[config.mk]
export PLATFORM = sky130hd
export DESIGN_NAME = dac_frame_receiver
export DESIGN_NICKNAME = d
export VERILOG_FILES = /design/src/rtl/dac_frame_receiver.sv
export SDC_FILE = /design/constraint.sdc
export NUM_CORES = 1
export LEC_CHECK = 0
export BUFFER_PORTS_ARGS = -buffer_cell sky130_fd_sc_hd__buf_2
export CORE_MARGIN = 5
export CORE_UTILIZATION = 43
export DETAILED_ROUTE_END_ITERATION = 7
export PLACE_DENSITY = 0.64
export SYNTH_ARGS = -nofsm -noshare
export SYNTH_HDL_FRONTEND = slang
export SYNTH_SLANG_ARGS = --single-unit
[constraint.sdc]
create_clock -name clk -period 1.76 [get_ports clk]
set_input_delay 0.352 -clock clk [delete_from_list [all_inputs] [get_ports clk]]
set_output_delay 0.352 -clock clk [all_outputs]
set_load 0.02 [all_outputs]
[src/rtl/dac_frame_receiver.sv]
// 3-wire serial frame receiver (CS/SCLK/DIN, MSB first), oversampled into the clk domain.
// Optional build macro RX_TIMEOUT_EN aborts a frame whose SCLK stalls while CS is low.
module dac_frame_receiver #(
    parameter int FRAME_BITS     = 16,
    parameter int SAMPLE_RISING  = 1,
    parameter int TIMEOUT_CYCLES = 1024
) (
    input  logic                  clk,
    input  logic                  reset,
    input  logic                  CS,
    input  logic                  SCLK,
    input  logic                  DIN,
    output logic [FRAME_BITS-1:0] rx_data,
    output logic                  rx_valid,
    output logic                  rx_error,
    output logic                  busy
);

    localparam int CW = $clog2(FRAME_BITS + 2);
    localparam logic [CW-1:0] CNT_FULL = CW'(FRAME_BITS);
    localparam logic [CW-1:0] CNT_SAT  = CW'(FRAME_BITS + 1);

    typedef enum logic [1:0] {
        ST_WAIT  = 2'd0,
        ST_IDLE  = 2'd1,
        ST_SHIFT = 2'd2
    } state_t;

    state_t                state_r;
    logic                  cs_meta_r, cs_sync_r, cs_prev_r;
    logic                  sclk_meta_r, sclk_sync_r, sclk_prev_r;
    logic                  din_meta_r, din_sync_r, din_prev_r;
    logic                  cs_rise_r, cs_fall_r, samp_r, samp_s;
    logic [1:0]            settle_r;
    logic [FRAME_BITS-1:0] shift_r;
    logic [CW-1:0]         cnt_r;
`ifdef RX_TIMEOUT_EN
    localparam int TW = $clog2(TIMEOUT_CYCLES + 1);
    localparam logic [TW-1:0] TMO_LAST = TW'(TIMEOUT_CYCLES - 1);
    logic [TW-1:0]         tmo_r;
`endif

    // Selects which SCLK transition counts as a sampling edge.
    always_comb begin
        samp_s = 1'b0;
        if (SAMPLE_RISING != 0) begin
            samp_s = sclk_sync_r & ~sclk_prev_r;
        end else begin
            samp_s = ~sclk_sync_r & sclk_prev_r;
        end
    end

    // Synchronizers, edge detectors and a settle counter so reset idle levels never look like pin edges.
    always_ff @(posedge clk) begin
        if (!reset) begin
            cs_meta_r   <= 1'b1;
            cs_sync_r   <= 1'b1;
            cs_prev_r   <= 1'b1;
            sclk_meta_r <= 1'b0;
            sclk_sync_r <= 1'b0;
            sclk_prev_r <= 1'b0;
            din_meta_r  <= 1'b0;
            din_sync_r  <= 1'b0;
            din_prev_r  <= 1'b0;
            cs_rise_r   <= 1'b0;
            cs_fall_r   <= 1'b0;
            samp_r      <= 1'b0;
            settle_r    <= 2'd0;
        end else begin
            cs_meta_r   <= CS;
            cs_sync_r   <= cs_meta_r;
            cs_prev_r   <= cs_sync_r;
            sclk_meta_r <= SCLK;
            sclk_sync_r <= sclk_meta_r;
            sclk_prev_r <= sclk_sync_r;
            din_meta_r  <= DIN;
            din_sync_r  <= din_meta_r;
            din_prev_r  <= din_sync_r;
            cs_rise_r   <= cs_sync_r & ~cs_prev_r;
            cs_fall_r   <= ~cs_sync_r & cs_prev_r;
            samp_r      <= samp_s;
            if (settle_r != 2'd3) begin
                settle_r <= settle_r + 2'd1;
            end else begin
                settle_r <= settle_r;
            end
        end
    end

    // Frame state machine with registered strobes; a CS rise outranks a simultaneous SCLK edge.
    always_ff @(posedge clk) begin
        if (!reset) begin
            state_r  <= ST_WAIT;
            rx_data  <= '0;
            rx_valid <= 1'b0;
            rx_error <= 1'b0;
            busy     <= 1'b0;
            shift_r  <= '0;
            cnt_r    <= '0;
`ifdef RX_TIMEOUT_EN
            tmo_r    <= '0;
`endif
        end else begin
            rx_valid <= 1'b0;
            rx_error <= 1'b0;
            case (state_r)
                ST_WAIT: begin
                    if (cs_sync_r && (settle_r == 2'd3)) begin
                        state_r <= ST_IDLE;
                    end else begin
                        state_r <= ST_WAIT;
                    end
                end
                ST_IDLE: begin
                    if (cs_fall_r) begin
                        shift_r <= '0;
                        cnt_r   <= '0;
                        busy    <= 1'b1;
                        state_r <= ST_SHIFT;
`ifdef RX_TIMEOUT_EN
                        tmo_r   <= '0;
`endif
                    end else begin
                        state_r <= ST_IDLE;
                    end
                end
                ST_SHIFT: begin
                    if (cs_rise_r) begin
                        busy    <= 1'b0;
                        state_r <= ST_IDLE;
                        if (cnt_r == CNT_FULL) begin
                            rx_data  <= shift_r;
                            rx_valid <= 1'b1;
                        end else begin
                            rx_error <= 1'b1;
                        end
                    end else if (samp_r) begin
                        shift_r <= {shift_r[FRAME_BITS-2:0], din_prev_r};
                        if (cnt_r != CNT_SAT) begin
                            cnt_r <= cnt_r + CW'(1);
                        end else begin
                            cnt_r <= cnt_r;
                        end
`ifdef RX_TIMEOUT_EN
                        tmo_r <= '0;
                    end else if (tmo_r == TMO_LAST) begin
                        rx_error <= 1'b1;
                        busy     <= 1'b0;
                        state_r  <= ST_WAIT;
                    end else begin
                        tmo_r <= tmo_r + TW'(1);
`else
                    end else begin
                        state_r <= ST_SHIFT;
`endif
                    end
                end
                default: begin
                    busy    <= 1'b0;
                    state_r <= ST_WAIT;
                end
            endcase
        end
    end

endmodule
-- Word level (Yosys, flattened, before mapping)
Cells that the tools add are included.
- flip-flop bits (word level): 56
- bits of input ports: 5
- output and inout port bits: 19
- logic and storage cells: 68
- add/sub/neg operators: 2
- eq/ne operators: 12
- muxes and demuxes: 19
- bitwise logic cells: 7
- reductions and logical operators: 8
- operator list (operator ; number):
    $mux 16 ; 3
    $pmux 16 s2 ; 1
    $mux 5 ; 4
    $ne 2x2->1 const B ; 6
    $pmux 5 s2 ; 1
    $reduce_and 3->1 ; 3
    $mux 2 ; 3
    $pmux 2 s3 ; 1
    $add 5x1->5 const B ; 1
    $eq 5x5->1 const B ; 1
    $mux 1 ; 5
    $ne 5x5->1 const B ; 1
    $reduce_and 5->1 ; 1
    $eq 2x2->1 const B ; 2
    $not 1->1 ; 4
    $reduce_and 4->1 ; 1
    $and 1x1->1 ; 3
    $ne 3x3->1 const B ; 1
    $pmux 1 s3 ; 1
    $add 2x1->2 const B ; 1
    $eq 2x1->1 const B ; 1
    $logic_not 2->1 ; 1
    $reduce_bool 2->1 ; 1
    $logic_and 1x1->1 ; 1

-- Depth between registers and ports, before layout
Gate-level depths: netlist (run 1).
- depth after elaboration: 5
- mapped depth: 8
- gate-level depth less buffers: 6

-- Least setup slack after synthesis (run 1)
No wires, ideal clock.
- path type: register to register
- start point: reg cnt_r[0]
- end point: reg rx_data[0]
- library setup time: 0.128 ns
- arrival: 1.535 ns
- setup slack: 0.097 ns
- cell stages (with the launch flop): 9
- path buffers: 2
- period minus slack after synthesis: 1.663 ns
- path through: dfxtp_1 > inv_1 > ha_1 > nor4bb_1 > and3_1 > buf_4 > buf_4 > mux2i_1 > nor2_1
- cells in the longest elaborated chain, start to end: 2
- ends and longest elaborated chain (item ; RTL line ; source):
    from (decl) ; 36 ; logic [CW-1:0] cnt_r;
    from (signal assigned) ; 140 ; cnt_r <= cnt_r + CW'(1);
    from (signal assigned) ; 142 ; cnt_r <= cnt_r;
    $eq 5x5->1 ; 131 ; if (cnt_r == CNT_FULL) begin
    $reduce_and 3->1 (no line) ; n/a ;
    to (signal assigned) ; 132 ; rx_data <= shift_r;
    to (decl) ; 13 ; output logic [FRAME_BITS-1:0] rx_data,
No other way between the ends.
A chain may end at the register's enable or synchronous reset.

-- Worst setup path in the final report (run 1)
- start point: reg state_r[0]
- end point: reg cnt_r[3]
- cells in the longest elaborated chain, start to end: 3
- elaborated cells on any way between the ends: 9
- ends and longest elaborated chain (item ; RTL line ; source):
    from (decl) ; 29 ; state_t state_r;
    from (signal assigned) ; 93 ; state_r <= ST_WAIT;
    from (signal assigned) ; 109 ; state_r <= ST_IDLE;
    from (signal assigned) ; 111 ; state_r <= ST_WAIT;
    $eq 2x2->1 / $eq 2x1->1 (equally long branches) ; 106 ; case (state_r)
    $ne 2x2->1 (no line) / $reduce_bool 2->1 (equally long branches) ; n/a ;
    $reduce_and 5->1 (no line) ; n/a ;
Parallel ways exist; a longest one is shown, timed or not.

==> impl_metrics.py, run 1 <==
metrics = {
    "floorplan": {
        "ios": 24,
        "fp.dieW_um": 80.7,
        "fp-row-count": 25,
        "die_y_um": 80.7,
        "die-area_um2": 6510,
        "initial_core_util_pct": 44.9,
        "core_area_um2": 4790,
    },
    "clock_network": {
        "clock_latency_ns": 0.30,
        "root_buffer": "clkbuf_8",
        "cts.clk_slew.worst_paths_ns": 0.09,
        "numCtsBuffers": 5,
        "h-tree-depth": 2,
        "clockBufferDepth": 2,
        "cts_sinks": 56,
        "cts_tree": "done",
    },
    "route": {
        "wire_per_inst_um": 12.4,
        "drt-initial-drc-count": 41,
        "maxUsedRoutingLayer": "met4",
        "drt-total-wl_um": 3980,
        "postRouteAntennaNets": 0,
        "drc": 0,
        "wl_met3_um": 155,
        "via_count": 1598,
        "firstDrtPassIters": 4,
        "viasPerCell": 4.98,
        "wl_met2_um": 1870,
        "wl_met1_um": 1890,
    },
    "finish": {
        "layout_commonest_cell": "dfxtp_1",
        "antenna_cells": 0,
        "layout_common_cells": "dfxtp_1 (55), nor2_1 (28), buf_2 (23), nand2_1 (21), a21oi_1 (21)",
        "nets": 265,
        "multi_input_area_um2": 947,
        "fin_cells": 321,
        "regArea_um2": 1120,
        "fill_cells": 463,
        "syn2layout_area_growth_pct": 16.2,
        "drive_gt1_share_pct": 20.9,
    },
    "worst_setup_path": {
        "start_kind": "flop",
        "crit_type": "reg -> reg",
        "worstPathMaxFanout": 9,
        "setup.worst_path.end_class": "flop",
        "cp.required_ns": 1.99,
        "critPathArrivalTime_ns": 1.85,
    },
    "placement": {
        "gp_congestion": 0.743,
        "portBuffers": 23,
        "dpl.cell_count": 314,
        "hpwl_um": 2680,
    },
    "sta": {
        "fin_skew_ns": 0.00348,
        "setup_tns_ns": 0,
        "hold-worst-slack_ns": 0.239,
        "period_share_pct": 92.0,
        "fmax_mhz": 618,
        "final_hold_viol_count": 0,
        "setup_viol": 0,
        "drv_slew": 0,
        "slew_headroom_pct": 54.6,
        "tightestPinTransition_ns": 0.678,
        "finalCriticalPeriod_ns": 1.62,
        "rsz0062_at_grt": "no",
    },
    "synthesis": {
        "yosysSeqAreaShare_pct": 52.2,
        "synth-seq-cells": 56,
        "synth.avg_cell_area_um2": 9.51,
        "syn_inst": 226,
        "synth.cell_area_um2": 2150,
        "ys_types": 35,
        "synthesis.nets": 235,
        "yosysWarnings": 0,
    },
    "power_and_ir_drop": {
        "power.density_nw_per_um2": 810,
        "fin_total_pwr_mw": 2.02,
        "p_leak_nw": 0.965,
        "peakVddDrop_mv": 0.659,
    },
    "min_path": {
        "min_path_type": "in -> reg",
    },
    "global_route": {
        "grt_pass1_vias": 1601,
        "antenna_found_initial": 0,
        "grt_max_degree": 21,
        "grt_pass1_wl_um": 6840,
        "grt-ovfl-total": 0,
        "grt.total_usage_pct": 13.5,
    },
    "flow_run": {
        "drv_cap": 0,
    },
    "status": {
        "outcome": "completed",
    },
}
==> registers in the layout, summed over array words and instances, names as in the netlist <==
signal	cells
rx_data	16
shift_r	16
cnt_r	5
settle_r	2
state_r	2
busy	1
cs_fall_r	1
cs_meta_r	1
cs_prev_r	1
cs_rise_r	1
cs_sync_r	1
din_meta_r	1
din_prev_r	1
din_sync_r	1
rx_error	1
rx_valid	1
samp_r	1
sclk_meta_r	1
sclk_prev_r	1
sclk_sync_r	1
==> layout make-up <==
| cell class | instances | area share [%] |
|---|---|---|
| Sequential cell | 56 | 45.0 |
| Tap cell | 67 | 3.36 |
| Inverter | 7 | 1.05 |
| Clock buffer | 5 | 2.76 |
| Multi-Input combinational cell | 148 | 37.9 |
| Timing Repair Buffer | 38 | 9.92 |
==> path summary, 6_finish.rpt <==
kind	start	endpoint	slack, ns	depth (start not counted)
max	state_r[0]	cnt_r[3]	0.14	4
min	CS	cs_meta_r	0.24	2
max reg2reg	state_r[0]	cnt_r[3]	0.14	4
min reg2reg	sclk_prev_r	samp_r	0.39	1
==> critical path: stages, from the launching register on <==
cell and delay, ns:
dfxtp_1 0.48, and3b_1 0.31, o32ai_4 0.13, or4_1 0.47, o22ai_1 0.16
==> metrics by stage <==
step	setup slack (ns)	utilization (%)	cell area, µm²
2_1_floorplan	0.0969	-	2150
4_1_cts	0.0542	51.3	2460
3_3_place_gp	0.102	49.9	2390
3_5_place_dp	0.0770	49.9	2390
5_1_grt	0.00454	52.2	2500
6_report	0.141	52.2	2500
==> routing by layer <==
layer  vias up  global-route usage, %
li1        825                      -
met1       741                   16.1
met2        26                   22.7
met3         6                   3.59
met4         0                   5.91
met5         -                      0
==> Yosys cell counts (all sizes together) <==
cell type / number / area (µm²)
buf: 4 / 27.5
nor3: 1 / 5.00
nand3: 5 / 25.0
a21oi: 21 / 105
and3b: 1 / 8.76
nand3b: 2 / 15.0
xor2: 1 / 8.76
and2: 6 / 37.5
nand2: 21 / 78.8
o32a: 1 / 10.0
or3b: 1 / 8.76
o21ai: 2 / 10.0
o32ai: 1 / 27.5
o22ai: 1 / 6.26
nor2: 29 / 111
or3: 1 / 6.26
dfxtp: 56 / 1120
and3: 2 / 12.5
or2: 1 / 6.26
ha: 4 / 50.1
clkbuf: 11 / 42.5
or4: 1 / 7.51
o211ai: 17 / 128
o21a: 1 / 7.51
nor4bb: 1 / 10.0
o31ai: 1 / 7.51
mux2: 1 / 11.3
and4bb: 1 / 12.5
nand2b: 4 / 25.0
nor2b: 3 / 18.8
inv: 7 / 26.3
mux2i: 17 / 170
==> power breakdown <==
group,internal [mW],switching [mW]
clock,0.258,0.362
combinational,0.0413,0.0524
sequential,1.29,0.0168
total,1.59,0.431
==> logic make-up after synthesis <==
kind of cell    after synthesis  share of synthesized area [%]
flops                        56                           52.2
mux                          18                           8.44
buf+inv                      22                           4.48
compound gates               45                           14.0
fa+ha+maj                     4                           2.33
simple gates                 80                           18.1
xor+xnor                      1                          0.408
==> what timing repair did <==
item / in CTS / in global routing
hold buffers: 0 / 0
gates resized for setup: 0 / 7
setup endpoints to repair: 0 / 34
buffers inserted: 0 / 2
Note: power is estimated with default switching activity, not from simulation.
==> run 2: changes to the inputs <==
CELL_PAD_IN_SITES_DETAIL_PLACEMENT = 1   (was not set)
CELL_PAD_IN_SITES_GLOBAL_PLACEMENT = 2   (was not set)
CORE_ASPECT_RATIO = 1.25   (was not set)
CORE_UTILIZATION = 32   (was 43)
PLACE_DENSITY = 0.73   (was 0.64)
SLEW_MARGIN = 40   (was not set)
==> impl_metrics.py, run 2 (synthesis results as in run 1) <==
metrics = {
    "power_and_ir_drop": {
        "fin_total_pwr_mw": 2.27,
        "power.density_nw_per_um2": 888,
        "p_leak_nw": 0.980,
        "clkPwrFrac_pct": 38.0,
        "switchingPower_mw": 0.504,
        "p_int_mw": 1.77,
        "peakVddDrop_mv": 0.461,
        "swShare_pct": 22.2,
        "p_comb_share_pct": 4.4,
        "seqPwrFrac_pct": 57.6,
    },
    "route": {
        "drc": 0,
        "firstDrtPassIters": 4,
        "wire_per_inst_um": 13.5,
        "via_count": 1667,
        "drt-initial-drc-count": 77,
        "drt-total-wl_um": 4640,
        "viasPerCell": 4.86,
        "postRouteAntennaNets": 0,
    },
    "floorplan": {
        "die-area_um2": 8460,
        "die_y_um": 102,
        "initial_core_util_pct": 32.7,
        "fp-row-count": 33,
        "fp.dieW_um": 83.3,
        "ios": 24,
        "core_area_um2": 6570,
    },
    "global_route": {
        "grt.total_usage_pct": 11.4,
        "grt_pass1_vias": 1746,
        "grt_max_degree": 22,
        "grt_pass1_wl_um": 7860,
        "grt-ovfl-total": 0,
        "antenna_found_initial": 0,
    },
    "clock_network": {
        "hold_buffers": 0,
        "numCtsBuffers": 5,
        "cts_setup_buffers": 0,
        "clockBufferDepth": 2,
        "cts_resized": 0,
        "root_buffer": "clkbuf_8",
        "cts_tree": "done",
        "cts_sinks": 56,
        "h-tree-depth": 2,
        "clock_latency_ns": 0.31,
        "cts.clk_slew.worst_paths_ns": 0.11,
    },
    "flow_run": {
        "drv_cap": 0,
    },
    "sta": {
        "period_share_pct": 91.4,
        "final_hold_viol_count": 0,
        "slew_headroom_pct": 80.9,
        "fmax_mhz": 622,
        "setup_slack_ns": 0.152,
        "drv_slew": 0,
        "fin_skew_ns": 0.00968,
        "setup_tns_ns": 0,
        "tightestPinTransition_ns": 0.287,
        "setup_viol": 0,
        "finalCriticalPeriod_ns": 1.61,
    },
    "worst_setup_path": {
        "timing.reg2reg.setup_slack_ns": 0.15,
        "worstPathMaxFanout": 16,
        "critPathArrivalTime_ns": 1.82,
        "cp_slowest_stage_delay_ns": 0.34,
        "reg2reg_from": "cnt_r[1]",
        "slowest_stage": "dfxtp_1",
        "crit_path_cell_trace": "inv_1 -> ha_1 -> nor4bb_4 -> and3_1 -> buf_12 -> mux2i_1 -> nor2_1",
        "start_kind": "flop",
        "setup.worst_path.end_class": "flop",
        "cp-startpoint": "cnt_r[1]",
        "crit_type": "reg -> reg",
        "cp.required_ns": 1.97,
    },
    "finish": {
        "fin_cells": 343,
        "reg.largest.list": "rx_data: 16 flops, shift_r: 16 flops, cnt_r: 5 flops",
        "syn2layout_area_growth_pct": 18.9,
        "nets": 264,
        "drive_gt1_share_pct": 21.1,
        "layout_commonest_cell": "dfxtp_1",
        "antenna_cells": 0,
        "layout_common_cells": "dfxtp_1 (54), nor2_1 (28), buf_2 (23), nand2_1 (21), a21oi_1 (21)",
        "fill_cells": 758,
    },
    "status": {
        "outcome": "completed",
    },
    "min_path": {
        "min_path_type": "in -> reg",
        "holdCritStartpoint": "CS",
    },
    "placement": {
        "dpl.cell_count": 335,
        "portBuffers": 23,
        "gp_congestion": 0.732,
        "place_ws_ns": 0.0705,
        "hpwl_um": 3170,
    },
}
## run 2: layer usage
metal  track usage [%]  wire [µm]  up-vias
met3              2.69        175        8
met2              22.0       2360       25
met5                 0          0        -
li1                  -          -      835
met1              12.2       2040      799
met4              3.77         64        0
## run 2: metrics by stage
stage          hold WS (ns)  util (%)  area (µm²)
6_report              0.226      38.9        2550
2_1_floorplan         0.367         -        2150
5_1_grt               0.228      38.9        2550
3_3_place_gp          0.372      36.9        2420
4_1_cts               0.217      38.6        2530
3_5_place_dp          0.380      36.9        2420
## run 2: final timing paths
kind                                    to  cells after the start
worst min-delay path             cs_meta_r                      2
worst max-delay path            rx_data[0]                      7
worst min register to register      samp_r                      1
worst max register to register  rx_data[0]                      7
## run 2: worst max-delay path: cells and delay by family (launching register included)
kind | cells | cell delay, ns
AND/OR/NAND/NOR | 3 | 0.50
multiplexers | 1 | 0.20
buffers and inverters | 2 | 0.28
flip-flops | 1 | 0.34
adder cells (fa/ha/maj) | 1 | 0.18
## run 2: power groups by stage
| stage | Sequential (mW) | Clock (mW) | Combinational (mW) |
|---|---|---|---|
| after global placement | 1.33 | 0 | 0.102 |
| final | 1.31 | 0.862 | 0.101 |
| after detailed placement | 1.34 | 0 | 0.103 |
| after floorplan | 1.33 | 0 | 0.0693 |
| after global routing | 1.31 | 0.942 | 0.117 |
| after CTS | 1.31 | 0.898 | 0.104 |
## run 2: cell type report
type / count / area, µm² / share of cell area (%)
clock inverter: 3 / 46.3 / 1.81
tap: 87 / 109 / 4.26
multi-input combinational: 148 / 948 / 37.1
inverter: 7 / 26.3 / 1.03
sequential: 56 / 1120 / 44.0
timing repair buffer: 37 / 233 / 9.11
clock buffer: 5 / 68.8 / 2.69
==> run 3: changes to the inputs <==
CORE_UTILIZATION = 36   (was 32)
PLACE_DENSITY = 0.78   (was 0.73)
clock period = 1.5 ns   (was 1.76 ns; I/O delays follow)
==> impl_metrics.py, run 3 (synthesis results as in run 1) <==
metrics = {
    "power_and_ir_drop": {
        "switchingPower_mw": 0.560,
        "seqPwrFrac_pct": 62.1,
        "swShare_pct": 22.8,
        "p_leak_nw": 1.03,
        "peakVddDrop_mv": 0.647,
        "p_int_mw": 1.90,
        "fin_total_pwr_mw": 2.46,
        "p_comb_share_pct": 4.8,
        "power.density_nw_per_um2": 925,
        "clkPwrFrac_pct": 33.0,
    },
    "sta": {
        "drv_slew": 0,
        "setup_viol": 15,
        "final_hold_viol_count": 0,
        "hold-worst-slack_ns": 0.168,
        "tightestPinTransition_ns": 0.301,
        "setup_slack_ns": -0.102,
        "period_share_pct": 107,
        "rsz0062_at_grt": "yes",
        "finalCriticalPeriod_ns": 1.60,
        "fmax_mhz": 624,
        "fin_skew_ns": 0.00427,
        "setup_tns_ns": -0.290,
        "slew_headroom_pct": 79.9,
    },
    "worst_setup_path": {
        "crit_type": "reg -> reg",
        "setup.worst_path.end_class": "flop",
        "critPathArrivalTime_ns": 1.85,
        "start_kind": "flop",
        "worstPathMaxFanout": 5,
        "rr_worst_depth": 4,
        "cp.required_ns": 1.75,
    },
    "placement": {
        "dpl.cell_count": 320,
        "hpwl_um": 3290,
        "portBuffers": 23,
        "gp_congestion": 0.721,
    },
    "route": {
        "drt-initial-drc-count": 57,
        "viasPerCell": 5.11,
        "drt-total-wl_um": 4810,
        "drc": 0,
        "wire_per_inst_um": 14.5,
        "firstDrtPassIters": 4,
        "via_count": 1690,
        "postRouteAntennaNets": 0,
    },
    "status": {
        "violations": "setup timing",
        "outcome": "complete, but fails checks",
    },
    "finish": {
        "nets": 273,
        "fill_cells": 676,
        "fin_cells": 331,
        "layout_common_cells": "dfxtp_1 (49), nor2_1 (28), buf_2 (23), nand2_1 (21)",
        "syn2layout_area_growth_pct": 23.8,
        "regArea_um2": 1130,
        "layout_commonest_cell": "dfxtp_1",
        "antenna_cells": 0,
        "reg.largest.list": "rx_data: 16 flops, shift_r: 16 flops, cnt_r: 5 flops",
        "drive_gt1_share_pct": 28.7,
        "fin_util_pct": 45.7,
        "multi_input_area_um2": 997,
    },
    "clock_network": {
        "hold_buffers": 0,
        "h-tree-depth": 2,
        "clock_latency_ns": 0.30,
        "cts_sinks": 56,
        "cts_tree": "done",
        "numCtsBuffers": 5,
        "cts.clk_slew.worst_paths_ns": 0.10,
        "root_buffer": "clkbuf_8",
        "clockBufferDepth": 2,
    },
    "flow_run": {
        "drv_cap": 0,
    },
    "floorplan": {
        "die-area_um2": 7620,
        "fp.dieW_um": 79.1,
        "die_y_um": 96.4,
        "core_area_um2": 5820,
        "initial_core_util_pct": 36.9,
        "ios": 24,
        "fp-row-count": 31,
    },
    "min_path": {
        "min_path_type": "in -> reg",
        "min_path_cells": 2,
    },
    "global_route": {
        "grt.total_usage_pct": 14.3,
        "grt_pass1_wl_um": 8420,
        "grt-ovfl-total": 0,
        "grt_max_degree": 24,
        "antenna_found_initial": 0,
        "grt_pass1_vias": 1744,
    },
}
run 3: layout make-up:
| cell class | instances | share of cell area [%] |
|---|---|---|
| sequential | 56 | 42.7 |
| multi-input combinational | 148 | 37.5 |
| timing repair buffer | 46 | 12.5 |
| tap | 66 | 3.11 |
| clock buffer | 7 | 2.87 |
| inverter | 7 | 0.988 |
| clock inverter | 1 | 0.329 |
run 3: worst max-delay path, stage by stage (launching register included):
cell     delay (ns)
dfxtp_4        0.37
or3b_4         0.41
o32ai_4        0.36
mux2_4         0.33
nor2_1         0.07
run 3: metal layers:
layer,GRT usage [%],routed length [µm],share of wire (%)
met1,16.0,2110,44
met2,26.3,2490,52
met3,3.06,131,2.7
met4,5.59,76,1.6
met5,0,0,0
run 3: path summary, 6_finish.rpt:
check              start        end  slack (ns)
min reg2reg  sclk_prev_r     samp_r        0.40
max             cnt_r[2]   cnt_r[1]       -0.10
min                   CS  cs_meta_r        0.17
max reg2reg     cnt_r[2]   cnt_r[1]       -0.10
run 3: stage by stage:
step	area (µm²)	worst slack (ns)
2_1_floorplan	2210	-0.0293
3_3_place_gp	2490	-0.0412
3_5_place_dp	2490	-0.0786
4_1_cts	2630	-0.0465
5_1_grt	2660	-0.158
6_report	2660	-0.102
run 3: power by group through the flow:
stage / clock (mW) / sequential [mW] / combinational [mW]
final: 0.813 / 1.53 / 0.119
after global routing: 0.923 / 1.53 / 0.138
after CTS: 0.853 / 1.53 / 0.121
after detailed placement: 0 / 1.57 / 0.121
after global placement: 0 / 1.57 / 0.120
after floorplan: 0 / 1.57 / 0.0853
run 3: what timing repair did:
action,4_1_cts,5_1_grt
setup buffers,1,1
pin swaps,9,14
gates resized for setup,9,5
cloned,1,0
endpoints found under the setup margin,21,21
